### src/rtl/aidan_mcnay_trial_div_ctrl.sv
// Trial-division primality sequencer: walks divisors 2,3,(5,7..) against a latched operand through an
// external divider, stopping once d*d exceeds the operand. Define AIDAN_MCNAY_TRIAL_DIV_COUNT_EN for resp_div_count.
module aidan_mcnay_trial_div_ctrl #(
    parameter int nbits     = 16,
    parameter bit SKIP_EVEN = 1'b1
) (
    input  logic             clk,
    input  logic             reset,
    input  logic             req_val,
    output logic             req_rdy,
    input  logic [nbits-1:0] req_value,
    output logic             div_req_val,
    input  logic             div_req_rdy,
    output logic [nbits-1:0] div_dividend,
    output logic [nbits-1:0] div_divisor,
    input  logic             div_resp_val,
    output logic             div_resp_rdy,
    input  logic [nbits-1:0] div_remainder,
    output logic             resp_val,
    input  logic             resp_rdy,
`ifdef AIDAN_MCNAY_TRIAL_DIV_COUNT_EN
    output logic [nbits-1:0] resp_div_count,
`endif
    output logic             resp_is_prime,
    output logic [nbits-1:0] resp_factor
);
    localparam int SQW = 2 * nbits;

    localparam logic [2:0] IDLE     = 3'd0;
    localparam logic [2:0] CHECK    = 3'd1;
    localparam logic [2:0] DIV_REQ  = 3'd2;
    localparam logic [2:0] DIV_RESP = 3'd3;
    localparam logic [2:0] NEXT     = 3'd4;
    localparam logic [2:0] DONE     = 3'd5;

    logic [2:0]       state_q, state_d;
    logic [nbits-1:0] val_q, val_d;
    logic [nbits-1:0] d_q, d_d;
    logic [SQW-1:0]   sq_q, sq_d;
    logic             is_prime_q, is_prime_d;
    logic [nbits-1:0] factor_q, factor_d;

    logic [SQW-1:0] d_ext, val_ext;
    assign d_ext   = {{nbits{1'b0}}, d_q};
    assign val_ext = {{nbits{1'b0}}, val_q};

    always_comb begin
        state_d    = state_q;
        val_d      = val_q;
        d_d        = d_q;
        sq_d       = sq_q;
        is_prime_d = is_prime_q;
        factor_d   = factor_q;
        case (state_q)
            IDLE: begin
                if (req_val) begin
                    val_d      = req_value;
                    d_d        = nbits'(2);
                    sq_d       = SQW'(4);
                    is_prime_d = 1'b0;
                    factor_d   = '0;
                    state_d    = CHECK;
                end
            end
            CHECK: begin
                if (val_q < nbits'(2)) begin
                    is_prime_d = 1'b0;
                    factor_d   = '0;
                    state_d    = DONE;
                end else if (sq_q > val_ext) begin
                    is_prime_d = 1'b1;
                    factor_d   = '0;
                    state_d    = DONE;
                end else begin
                    state_d = DIV_REQ;
                end
            end
            DIV_REQ: begin
                if (div_req_rdy) state_d = DIV_RESP;
            end
            DIV_RESP: begin
                if (div_resp_val) begin
                    if (div_remainder == '0) begin
                        is_prime_d = 1'b0;
                        factor_d   = d_q;
                        state_d    = DONE;
                    end else begin
                        state_d = NEXT;
                    end
                end
            end
            NEXT: begin
                // (d+k)^2 = d^2 + 2kd + k^2, so the square tracks d without a multiplier
                if (d_q == nbits'(2)) begin
                    d_d  = nbits'(3);
                    sq_d = SQW'(9);
                end else if (SKIP_EVEN) begin
                    d_d  = d_q + nbits'(2);
                    sq_d = sq_q + (d_ext << 2) + SQW'(4);
                end else begin
                    d_d  = d_q + nbits'(1);
                    sq_d = sq_q + (d_ext << 1) + SQW'(1);
                end
                state_d = CHECK;
            end
            DONE: begin
                if (resp_rdy) state_d = IDLE;
            end
            default: state_d = IDLE;
        endcase
    end

    always_ff @(posedge clk) begin
        if (reset) begin
            state_q    <= IDLE;
            val_q      <= '0;
            d_q        <= '0;
            sq_q       <= '0;
            is_prime_q <= 1'b0;
            factor_q   <= '0;
        end else begin
            state_q    <= state_d;
            val_q      <= val_d;
            d_q        <= d_d;
            sq_q       <= sq_d;
            is_prime_q <= is_prime_d;
            factor_q   <= factor_d;
        end
    end

`ifdef AIDAN_MCNAY_TRIAL_DIV_COUNT_EN
    logic [nbits-1:0] cnt_q, cnt_d;

    always_comb begin
        cnt_d = cnt_q;
        if (state_q == IDLE && req_val)
            cnt_d = '0;
        else if (state_q == DIV_RESP && div_resp_val && !(&cnt_q))
            cnt_d = cnt_q + nbits'(1);
    end

    always_ff @(posedge clk) begin
        if (reset) cnt_q <= '0;
        else       cnt_q <= cnt_d;
    end

    assign resp_div_count = cnt_q;
`endif

    assign req_rdy       = (state_q == IDLE);
    assign div_req_val   = (state_q == DIV_REQ);
    assign div_resp_rdy  = (state_q == DIV_RESP);
    assign resp_val      = (state_q == DONE);
    assign div_dividend  = val_q;
    assign div_divisor   = d_q;
    assign resp_is_prime = is_prime_q;
    assign resp_factor   = factor_q;

endmodule

### config.mk
export PLATFORM = sky130hd
export DESIGN_NAME = aidan_mcnay_trial_div_ctrl
export DESIGN_NICKNAME = d
export VERILOG_FILES = /design/src/rtl/aidan_mcnay_trial_div_ctrl.sv
export SDC_FILE = /design/constraint.sdc
export NUM_CORES = 1
export LEC_CHECK = 0
export CORE_UTILIZATION = 28
export DETAILED_ROUTE_END_ITERATION = 8
export GPL_ROUTABILITY_DRIVEN = 0
export PLACE_DENSITY = 0.52
export RECOVER_POWER = 100
export SYNTH_ARGS = -nofsm -noshare
export SYNTH_HDL_FRONTEND = slang
export SYNTH_SLANG_ARGS = --single-unit
### constraint.sdc
create_clock -name clk -period 7 [get_ports clk]
set_input_delay 1.4 -clock clk [delete_from_list [all_inputs] [get_ports clk]]
set_output_delay 1.4 -clock clk [all_outputs]
set_load 0.005 [all_outputs]
==> results.py <==
metrics = {
    "sta": {
        "fin_skew_ns": 0.006135,
        "slew_headroom_pct": -96.94,
        "worst_pin_slew_ns": 2.923,
        "period_needed_ns": 4.584,
        "rsz0062_at_grt": "no",
        "finalSetupViolations": 0,
        "timing.hold.ws_ns": 0.4726,
        "finalHoldViolations": 0,
        "fmax_mhz": 218.1,
        "fin_crit_sh_pct": 65.49,
        "tns_ns": 0,
        "drv_slew": 33,
        "setup_slack_ns": 2.416,
    },
    "drt": {
        "final_antenna_net_count": 0,
        "vias": 4828,
        "wl_per_cell_um": 14.88,
        "drt_iter0_markers": 254,
        "vias_per_cell": 5.098,
        "dr.pass1.iters": 5,
        "routed_wl_mm": 14.09,
        "drc": 0,
    },
    "worst_setup_path": {
        "cp-end-kind": "flip-flop",
        "cp-start-kind": "flip-flop",
        "cp_data_arrival_time_ns": 4.70,
        "r2r.worst_path.cells": 8,
        "rrSetupSlack_ns": 2.42,
        "rr_endpoint": "resp_factor[13]",
        "startpoint": "div_dividend[9]",
        "critPathMaxFanout": 17,
        "critical_path_class": "flip-flop to flip-flop",
        "required_ns": 7.12,
        "rr_startpoint": "div_dividend[9]",
        "timing.critical_path.to": "resp_factor[13]",
    },
    "cells_and_area": {
        "final_net_count": 806,
        "mostFrequentLayoutCells": "nand2_1, dfxtp_1, a21oi_1, nor2_1, dlygate4sd3_1",
        "fillers": 1774,
        "layout-drive-gt1-share_pct": 3.324,
        "diodes": 0,
        "mostFrequentLayoutCell": "nand2_1",
        "synthToLayoutAreaGrowth_pct": 26.82,
        "layoutNonFillerInstCount": 947,
    },
    "synthesis": {
        "ys_types": 61,
        "yosys.area_share.simple_pct": 26.43,
        "synth-xor-area-share_pct": 1.729,
        "synth_warnings": 0,
        "synth_area_mm2": 0.005066,
        "ys_seq_area_share_pct": 32.80,
        "synth_edf_count": 0,
        "synth-compound-area-share_pct": 18.84,
        "synthMuxAreaShare_pct": 3.161,
        "synth_top_cell_by_area": "dfxtp_1",
        "synthFlopType": "dfxtp_1",
        "syn_avg_cell_area_um2": 7.891,
        "synth_top_family_by_area": "simple AND/OR/NAND/NOR gates",
        "synth.area.top_cells": "dfxtp_1, ha_1, nand2_1, a21oi_1, nor2_1",
        "async_flop_share_pct": 0,
        "yosys.area_share.adder_pct": 12.25,
        "synth-seq-cells": 83,
        "yosysTopAreaCellShare_pct": 32.80,
        "synthCells": 642,
        "synth_nets": 729,
    },
    "global_routing": {
        "grt_usage_pct": 16.08,
        "grt_pass1_vias": 4629,
        "antenna_found_initial": 0,
        "grt_overflow": 0,
        "grt_first_pass_wirelength_mm": 23.43,
        "grt_max_degree": 52,
    },
    "clock_tree": {
        "cts_tree": "yes",
        "cts.hold.buffers_added": 0,
        "root_buffer": "clkbuf_16",
        "cts_resized": 0,
        "clkLatencyLatePin_ns": 0.35,
        "htreeDepth": 3,
        "cts_setup_buffers": 0,
        "cts.sinks": 83,
        "path_clk_slew_ns": 0.06,
        "cts_made_buffers": 9,
        "cts_buffer_depth": 2,
    },
    "pwr": {
        "p_sw_w": 0.0004895,
        "p_seq_share_pct": 36.6,
        "max-vdd-ir-drop_v": 0.0001284,
        "clockPowerShare_pct": 32.8,
        "intPower_w": 0.001010,
        "power_switching_share_pct": 32.65,
        "cellLeakagePower_nw": 2.690,
        "design_power_total_w": 0.001500,
        "p_per_area_mw_per_mm2": 233.4,
        "pwr-share-comb_pct": 30.6,
    },
    "placed_design": {
        "dp_slack_ns": 3.185,
        "dp_hpwl_mm": 10.45,
        "port_buffers": 90,
        "dp.cells": 933,
    },
    "floorplan": {
        "die_w_um": 136.5,
        "chipHeight_um": 136.5,
        "dieArea_mm2": 0.01864,
        "num_rows": 48,
        "initial_core_util_pct": 28.99,
        "io_pins": 91,
        "coreArea_mm2": 0.01748,
    },
    "hold_path": {
        "worstHoldPathType": "flip-flop to flip-flop",
    },
    "run": {
        "max_cap_viol_count": 2,
    },
    "status": {
        "status": "finished, violations left",
        "violations": "capacitance limit, slew limit",
    },
}
[cells in the mapped netlist (10+ instances only)]
cell / number
nand3_1: 20
o21ai_1: 22
or3_1: 10
ha_1: 48
nor3_1: 10
o21ai_0: 15
nand2b_1: 25
clkbuf_1: 26
dfxtp_1: 83
a21oi_1: 56
nor4_1: 12
nor2_1: 54
inv_1: 27
nand2_1: 97
mux2i_1: 16
[routing by layer]
metal,vias up,global-route usage (%),share of wire [%]
met3,15,2.704,4.9
met1,2249,21.82,49
met4,0,6.975,2.1
met2,106,24.96,44
met5,-,0,0
li1,2458,-,-
[metrics by stage]
step | util, % | instance area [um^2]
after floorplan | - | 5066
after global placement | 35.19 | 6151
after detailed placement | 35.19 | 6151
after CTS | 36.92 | 6452
after global routing | 36.76 | 6425
final | 36.76 | 6425
[power by group through the flow]
stage | clock [W] | sequential [W] | combinational [W]
6_report | 0.000492 | 0.000549 | 0.000459
5_1_grt | 0.000528 | 0.000555 | 0.000515
4_1_cts | 0.000506 | 0.000551 | 0.000477
3_5_place_dp | 0 | 0.000561 | 0.000475
3_3_place_gp | 0 | 0.000561 | 0.000467
2_1_floorplan | 0 | 0.000539 | 0.000348
[logic make-up after synthesis]
family / count (synthesis)
AOI/OAI and AO/OA: 154
xor gates and xnor gates: 10
adders and majority gates: 49
buffers and inverters: 58
DFF: 83
muxes: 16
and+or+nand+nor: 272
[registers in the layout, summed over array words and instances, names as in the netlist]
register / count
resp_factor: 16
state_q: 3
resp_is_prime: 1
div_divisor: 16
sq_q: 31
div_dividend: 16
[how the worst min path moves through the flow]
stage | start | to | slack, ns | cells past startpoint
2_1_floorplan | sq_q[16] | sq_q[16] | 0.44 | 2
3_3_place_gp | sq_q[18] | sq_q[18] | 0.46 | 2
3_5_place_dp | sq_q[18] | sq_q[18] | 0.46 | 2
4_1_cts | sq_q[18] | sq_q[18] | 0.47 | 2
5_1_grt | resp_factor[9] | resp_factor[9] | 0.49 | 2
6_report | resp_factor[2] | resp_factor[2] | 0.47 | 2
[critical path, cell delays in order (launching register included)]
cell	delay [ns]
dfxtp_1	0.39
inv_1	0.07
ha_1	0.32
a21o_1	0.18
a221o_1	0.33
a221oi_1	0.37
o211ai_1	0.22
o21ai_0	2.23
mux2i_1	0.23
[final cells by class]
| class | instances | area, um^2 | share of cell area, % |
|---|---|---|---|
| Clock inverter | 2 | 35.03 | 0.5453 |
| Multi-Input combinational cell | 501 | 3142 | 48.90 |
| Sequential cell | 83 | 1662 | 25.86 |
| Timing Repair Buffer | 95 | 929.6 | 14.47 |
| Inverter | 29 | 108.9 | 1.694 |
| Tap cell | 225 | 281.5 | 4.382 |
| Clock buffer | 12 | 266.5 | 4.148 |
Note: power is estimated with default switching activity, not from simulation.
